[src/rtl/pc_unit.sv]
// Program counter: increment / signed branch / absolute jump, JAL link capture.
// Optional return-address stack when PC_UNIT_RAS_EN is defined; all outputs registered state.
module pc_unit #(
  parameter int ADDR_W = 16,
  parameter logic [ADDR_W-1:0] RESET_PC = 16'h0000,
  parameter int STACK_DEPTH = 4
) (
  input  logic              clk,
  input  logic              rst,
  input  logic              PCen,
  input  logic              branch,
  input  logic              jump,
  input  logic              link,
  input  logic              ret,
  input  logic [7:0]        disp,
  input  logic [ADDR_W-1:0] jtarget,
  output logic [ADDR_W-1:0] pc,
  output logic [ADDR_W-1:0] link_addr,
  output logic              conflict,
  output logic [ADDR_W-1:0] ras_top,
  output logic              ras_empty,
  output logic              ras_full,
  output logic              ras_underflow
);

  logic [ADDR_W-1:0] pc_inc;
  logic [ADDR_W-1:0] pc_br;

  assign pc_inc = pc + ADDR_W'(1);
  assign pc_br  = pc + {{(ADDR_W-8){disp[7]}}, disp};

  always_ff @(posedge clk or negedge rst) begin
    if (!rst) begin
      pc        <= RESET_PC;
      link_addr <= '0;
      conflict  <= 1'b0;
    end else if (PCen) begin
      if (jump)        pc <= jtarget;
      else if (branch) pc <= pc_br;
      else             pc <= pc_inc;
      if (jump && branch) conflict  <= 1'b1;
      if (jump && link)   link_addr <= pc_inc;
    end
  end

`ifdef PC_UNIT_RAS_EN
  localparam int PW = $clog2(STACK_DEPTH);

  logic [ADDR_W-1:0] stack [STACK_DEPTH];
  logic [PW-1:0]     top_ptr;
  logic [PW-1:0]     nxt_ptr;
  logic [PW:0]       count;
  logic              ras_op;

  assign nxt_ptr = top_ptr + PW'(1);
  assign ras_op  = PCen && jump;

  // Storage needs no reset: count gates visibility of every entry.
  always_ff @(posedge clk) begin
    if (ras_op && link) begin
      if (ret) stack[top_ptr] <= pc_inc;
      else     stack[nxt_ptr] <= pc_inc;
    end
  end

  always_ff @(posedge clk or negedge rst) begin
    if (!rst) begin
      top_ptr       <= '0;
      count         <= '0;
      ras_underflow <= 1'b0;
    end else if (ras_op) begin
      if (link && !ret) begin
        top_ptr <= nxt_ptr;
        if (count != (PW+1)'(STACK_DEPTH)) count <= count + (PW+1)'(1);
      end else if (ret && !link) begin
        if (count == '0) begin
          ras_underflow <= 1'b1;
        end else begin
          top_ptr <= top_ptr - PW'(1);
          count   <= count - (PW+1)'(1);
        end
      end
    end
  end

  assign ras_empty = (count == '0);
  assign ras_full  = (count == (PW+1)'(STACK_DEPTH));
  assign ras_top   = ras_empty ? '0 : stack[top_ptr];
`else
  logic unused_ras;
  assign unused_ras    = ret | (STACK_DEPTH < 2);
  assign ras_top       = '0;
  assign ras_empty     = 1'b1;
  assign ras_full      = 1'b0;
  assign ras_underflow = 1'b0;
`endif

endmodule
[config.mk]
export PLATFORM = sky130hd
export DESIGN_NAME = pc_unit
export DESIGN_NICKNAME = d
export VERILOG_FILES = /design/src/rtl/pc_unit.sv
export SDC_FILE = /design/constraint.sdc
export NUM_CORES = 1
export LEC_CHECK = 0
export ABC_CLOCK_PERIOD_IN_PS = 3200
export CORE_MARGIN = 3
export CORE_UTILIZATION = 47
export DETAILED_ROUTE_END_ITERATION = 10
export MAX_ROUTING_LAYER = met4
export PLACE_DENSITY = 0.8
export SYNTH_ARGS = -nofsm -noshare
export SYNTH_HDL_FRONTEND = slang
export SYNTH_SLANG_ARGS = --single-unit
[constraint.sdc]
create_clock -name clk -period 3.2 [get_ports clk]
set_input_delay 0.64 -clock clk [delete_from_list [all_inputs] [get_ports clk]]
set_output_delay 0.64 -clock clk [all_outputs]
set_load 0.05 [all_outputs]
; ---- Yosys cells after proc, flatten, opt, wreduce, memory -nomap -nowiden
; Cells that the tools add are included.
[op_classes]
addsub = 2
mux = 2
reduce_logical = 4
[op_table]
columns = op, n
row1 = $mux 16, 2
row2 = $add 16x1->16 const B, 1
row3 = $add 16x16->16, 1
row4 = $reduce_and 2->1, 2
row5 = $logic_and 1x1->1, 2
[totals]
register_bits = 33
in_bits = 31
out_inout_bits = 52

; ---- Longest topological paths before layout
; Gate-level depths: netlist of the first run.
[logic_depth]
word_depth = 3
mapped_depth = 8
ltp_nobuf = 8

; ---- Least setup slack after synthesis of the first run
; OpenSTA, ideal clock, no wires.
[synth_timing]
path_kind = flip-flop to flip-flop
startpoint = register pc[0]
endpoint = register pc[14]
t_arrival_ns = 2.429
setup_slack_ns = 0.636
path_stages_with_launch = 9
n_path_buf = 0
synth_period_minus_slack_ns = 2.564
path_cell_list = dfrtp_1 ha_1 fa_1 a21oi_1 o21ai_2 a311oi_4 o221ai_2 xnor2_2 o221ai_2
[synth_via]
elab_chain_len = 3
word_cells_on_any_way = 4
[synth_lines]
columns = element, line_no
row1 = from (decl), 17  ; output logic [ADDR_W-1:0] pc,
row2 = from (signal assigned), 38  ; if (jump) pc <= jtarget;
row3 = from (signal assigned), 39  ; else if (branch) pc <= pc_br;
row4 = from (signal assigned), 40  ; else pc <= pc_inc;
row5 = $add 16x1->16 or $add 16x16->16 (tied branches), "29, 30"
row6 = $mux 16 *, 39
row7 = $mux 16 *, 38
; Mark *: on every way between the ends. The rest lies on a longest branch, timed or not.
; A chain may end at the register's enable or synchronous reset.

; ---- Worst setup path in the final report of the first run
[layout_timing]
startpoint = input port disp[0]
endpoint = register pc[14]
[layout_via]
elab_chain_len = 3
[layout_lines]
columns = element, line_no
row1 = from (decl), 15  ; input logic [7:0] disp,
row2 = $add 16x16->16, 30  ; assign pc_br = pc + {{(ADDR_W-8){disp[7]}}, disp};
row3 = $mux 16, 39
row4 = $mux 16, 38
; Every way passes these cells.

==> flow_summary.json, run 1 <==
{
  "grt-ovfl-total": 0,
  "hp-class": "reg -> reg",
  "nFillCells": 441,
  "postCtsHoldBufs": 0,
  "dp_hpwl_um": 5450,
  "boundaryPins": 83,
  "cts_resized": 0,
  "portBuffers": 62,
  "routed_wl_um": 6850,
  "critical_path_buf_inv_count": 1,
  "cts_buffer_depth": 2,
  "first_iter_violations": 157,
  "finalSetupTns_ns": 0,
  "synth_top_area_share_pct": 31.1,
  "placedCellCount": 428,
  "synth_edf_count": 0,
  "hold_violations": 0,
  "grt_pass1_wl_um": 11100,
  "cpMaxStageDelayCell": "clkdlybuf4s50_1",
  "endpoint_kind": "flip-flop",
  "synthToLayoutAreaGrowth_pct": 28.0,
  "fin_skew_ns": 0.00738,
  "regToRegStartpoint": "pc[0]",
  "multiInputGateArea_um2": 1660,
  "start_util_pct": 50.4,
  "setup_ws_ns": 0.388,
  "cts_sinks": 33,
  "insertion_delay_ns": 0.29,
  "relSlewSlack_pct": 63.8,
  "cp_max_fo": 3,
  "worstMarginPinSlew_ns": 0.536,
  "arrival_ns": 2.96,
  "die_height_um": 81.2,
  "grtUsageTotal_pct": 22.6,
  "powerDensity_nw_per_um2": 671,
  "setup_viol_count_final": 0,
  "netlist_instances": 305,
  "rsz0062_at_grt": "false",
  "grt_pass1_vias": 2294,
  "fin_nets": 413,
  "ff2ff_setup_slack_ns": 0.61,
  "htree_num_levels": 2,
  "fp.dieW_um": 81.2,
  "crit_top_cell": "o221ai_2",
  "drcViolationCount": 0,
  "pre_cts_slack_ns": 0.0639,
  "p_leak_uw": 0.00141,
  "grt_max_degree": 34,
  "status": "complete, no violations",
  "synth_area_leaders": "dfrtp_1 (31%), ha_1 (7.5%), o21ai_0 (6.0%)",
  "yosysUniqueCellTypes": 57,
  "vias": 2429,
  "r2r_end": "pc[14]",
  "r2r_cells": 8,
  "drtPass1Iterations": 4,
  "n_antenna_cell": 0,
  "antenna_found_initial": 0,
  "p_total_uw": 2280,
  "yosysWarnings": 0,
  "synth.avg_cell_area_um2": 8.71,
  "synth_commonest_cells": "nand2_1 (40), dfrtp_1 (33), o21ai_0 (32)",
  "yosysTopAreaCell": "dfrtp_1",
  "min_to": "conflict",
  "cp-start-kind": "input port",
  "finalCritPeriodShare_pct": 87.9,
  "crit_type": "in -> reg",
  "cts_tree": "built",
  "yosysMostFrequentCell": "nand2_1",
  "root_buffer": "clkbuf_8",
  "critPathMaxStageDelay_ns": 0.42,
  "die_area_um2": 6590,
  "viasPerCell": 5.57,
  "startpoint": "disp[0]",
  "ys_seq_area_share_pct": 31.1,
  "max-cap-violations": 0,
  "ir_drop_uv": 338,
  "fmax_mhz": 356,
  "report.final.slew_viol_count": 0,
  "regArea_um2": 826,
  "cts_setup_buffers": 0,
  "postRouteAntennaNets": 0,
  "clk_pin_slew_worst_paths_ns": 0.07,
  "cts_inserted_buffers": 5,
  "cp_top_family": "compound AO/OA/AOI/OAI gates",
  "min_delay_path_depth": 1,
  "crit_chain": "clkdlybuf4s50_1, ha_1, fa_1, a21oi_1, o21ai_2, a311oi_4, o221ai_2, xnor2_2, o221ai_2",
  "drive_gt1_share_pct": 7.92,
  "hp-start": "conflict",
  "wire_per_inst_um": 15.7,
  "coreArea_um2": 5270,
  "crit_required_ns": 3.35,
  "ys_seq_elements": 33,
  "synth_area_um2": 2660,
  "gp_congestion": 0.866,
  "async_reset_ff_share_pct": 100,
  "rows": 26,
  "path_depth": 9,
  "synthFlopType": "dfrtp_1",
  "finalCriticalPeriod_ns": 2.81,
  "fin_cells": 436
}
==> per-stage QoR <==
step | area, um2 | hold WS [ns] | util [%]
final | 3400 | 0.470 | 64.5
after global routing | 3400 | 0.507 | 64.5
after CTS | 3400 | 0.475 | 64.5
after detailed placement | 3280 | 0.459 | 62.3
after global placement | 3280 | 0.454 | 62.3
after floorplan | 2720 | 0.344 | -
==> routing by layer <==
| metal | vias up | wire length, um | track usage (%) |
|---|---|---|---|
| met5 | - | 0 | - |
| met4 | 0 | 127 | 7.43 |
| met3 | 13 | 477 | 3.33 |
| met2 | 112 | 3300 | 37.0 |
| met1 | 1116 | 2950 | 28.7 |
| li1 | 1188 | - | - |
==> layout by cell type (no fill, tap or decap), types with 10 or more instances in the layout <==
master and instances:
nor2_1 14, xor2_1 11, inv_1 10, o21ai_0 32, clkdlybuf4s50_1 62, conb_1 19, xnor2_1 16, dfrtp_1 33
nand2_1 40, a21oi_1 10, ha_1 16
==> how the worst max path moves through the flow <==
stage,end
3_3_place_gp,pc[14]
5_1_grt,pc[14]
2_1_floorplan,pc[14]
4_1_cts,pc[14]
6_report,pc[14]
3_5_place_dp,pc[14]
==> power breakdown <==
part	switching [uW]	total, uW	internal [uW]
logic	783	1240	456
registers	128	640	512
clock network	147	401	254
total	1060	2280	1220
==> cells by family (layout without fill, tap and decap cells) <==
family	count (synthesis)	after routing	synth area share, %
other	2	19	0.283
muxes	6	6	2.36
adders and majority gates	17	17	8.29
DFF	33	33	31.1
xor gates and xnor gates	28	28	9.52
buffers and inverters	43	87	8.81
AOI/OAI and AO/OA	85	85	22.2
and+or+nand+nor	91	91	17.4
==> state kept, by name (all words and copies together) (netlist names) <==
| signal | count |
|---|---|
| pc | 16 |
| link_addr | 16 |
| conflict | 1 |
==> cell type report <==
| type | count | area share (%) |
|---|---|---|
| tap | 70 | 2.58 |
| sequential | 33 | 24.3 |
| clock buffer | 7 | 2.54 |
| inverter | 10 | 1.10 |
| clock inverter | 1 | 0.883 |
| timing repair buffer | 69 | 19.8 |
| multi-input combinational | 246 | 48.8 |
(Power assumes the default switching activity.)
==> inputs of run 2 (changes only) <==
CAP_MARGIN = 25   (was not set)
==> results of run 2 <==
Final layout, timing and power as in run 1 (identical DEF).
==> inputs of run 3 (changes only) <==
CORE_MARGIN = 4   (was 3)
SETUP_SLACK_MARGIN = 0.05   (was not set)
==> run 3 against run 2 <==
Effect of this change: design area is 1.1% lower; count of clock-buffer cells in the layout is 1 lower; critical path depth stayed put; critical endpoint unchanged; largest power group unchanged.
==> flow_summary.json, run 3 (synthesized netlist as in run 1, its figures left out) <==
{
  "final_common_cell": "clkdlybuf4s50_1",
  "dp_hpwl_um": 5400,
  "max-cap-violations": 0,
  "drive_gt1_share_pct": 7.67,
  "drtPass1Iterations": 5,
  "wire_per_inst_um": 15.3,
  "antenna_found_initial": 0,
  "routed_wl_um": 6670,
  "cts_resized": 0,
  "placedCellCount": 429,
  "hp-class": "reg -> reg",
  "arrival_ns": 2.94,
  "gp_congestion": 0.884,
  "drcViolationCount": 0,
  "fmax_mhz": 359,
  "crit_required_ns": 3.35,
  "boundaryPins": 83,
  "regArea_um2": 826,
  "pre_cts_slack_ns": 0.108,
  "powerDensity_nw_per_um2": 646,
  "synthToLayoutAreaGrowth_pct": 26.6,
  "grt_pass1_vias": 2326,
  "worstMarginPinSlew_ns": 0.519,
  "fp.dieW_um": 83.2,
  "die_height_um": 83.2,
  "cts_setup_buffers": 0,
  "postRouteAntennaNets": 0,
  "viasPerCell": 5.54,
  "grt-ovfl-total": 0,
  "nFillCells": 470,
  "hold_violations": 0,
  "htree_num_levels": 2,
  "rows": 27,
  "finalCritPeriodShare_pct": 87.0,
  "status": "complete, no violations",
  "cp_max_fo": 3,
  "setup_viol_count_final": 0,
  "reg.largest.list": "link_addr (16), pc (16), conflict (1)",
  "die_area_um2": 6920,
  "cts_inserted_buffers": 5,
  "n_antenna_cell": 0,
  "clk_pin_slew_worst_paths_ns": 0.07,
  "p_leak_uw": 0.00139,
  "fin_skew_ns": 0.00332,
  "cts_buffer_depth": 2,
  "ir_drop_uv": 400,
  "endpoint_kind": "flip-flop",
  "grt_max_degree": 34,
  "portBuffers": 62,
  "mostFrequentLayoutCells": "clkdlybuf4s50_1 (62), nand2_1 (40), dfrtp_1 (33), o21ai_0 (32), conb_1 (19)",
  "cp-start-kind": "input port",
  "hold_slack_ns": 0.476,
  "fin_cells": 437,
  "postCtsHoldBufs": 0,
  "grt_pass1_wl_um": 10900,
  "relSlewSlack_pct": 65.3,
  "grtUsageTotal_pct": 19.9,
  "insertion_delay_ns": 0.28,
  "p_total_uw": 2170,
  "finalCriticalPeriod_ns": 2.78,
  "fin_nets": 412,
  "crit_type": "in -> reg",
  "rsz0062_at_grt": "false",
  "start_util_pct": 48.2,
  "root_buffer": "clkbuf_8",
  "coreArea_um2": 5510,
  "multiInputGateArea_um2": 1660,
  "vias": 2420,
  "cts_tree": "built",
  "finalSetupTns_ns": 0,
  "first_iter_violations": 140,
  "setup_ws_ns": 0.417,
  "report.final.slew_viol_count": 0,
  "cts_sinks": 33
}
-- run 3: changes by cell type in the layout (fill, tap and decap cells not counted) --
| cell | change |
|---|---|
| clkinv_2 | +2 |
| buf_4 | -1 |
| bufinv_16 | -1 |
| clkbuf_8 | -1 |
-- run 3: stage by stage --
stage	utilization, %	cell area, um2
floorplan	-	2720
global placement	59.5	3280
detailed placement	59.5	3280
CTS	61.0	3360
global route	61.0	3360
finish	61.0	3360
-- run 3: worst paths after layout --
path / startpoint / to / slack [ns] / depth (start not counted)
worst max-delay path: disp[0] / pc[14] / 0.42 / 9
worst min-delay path: conflict / conflict / 0.48 / 1
worst max register to register: pc[0] / pc[14] / 0.62 / 8
worst min register to register: conflict / conflict / 0.48 / 1
max in group asynchronous: rst / pc[15] / 2.13 / 2
min in group asynchronous: rst / pc[3] / 0.76 / 2
-- run 3: final cells by class --
| type | instances | area share, % |
|---|---|---|
| clock buffers | 6 | 2.16 |
| inverters | 10 | 1.12 |
| clock inverters | 2 | 0.298 |
| flip-flops and latches | 33 | 24.6 |
| well taps | 72 | 2.68 |
| repair buffers | 68 | 19.8 |
| multi-input cells | 246 | 49.4 |
-- run 3: metal layers --
metal  GRT usage [%]  wire length [um]
met5               -                 0
met3            3.08               359
met2            32.4              3170
met1            24.9              3010
met4            7.58               127
-- run 3: power by group --
part | total (uW) | internal [uW] | switching [uW]
clock | 295 | 150 | 145
sequential | 638 | 512 | 126
combinational | 1240 | 455 | 784
-- run 3: worst max-delay path: stages --
cell and delay, ns:
clkdlybuf4s50_1 0.40, ha_1 0.25, fa_1 0.42, a21oi_1 0.29, o21ai_2 0.14, a311oi_4 0.36
o221ai_2 0.17, xnor2_2 0.16, o221ai_2 0.10
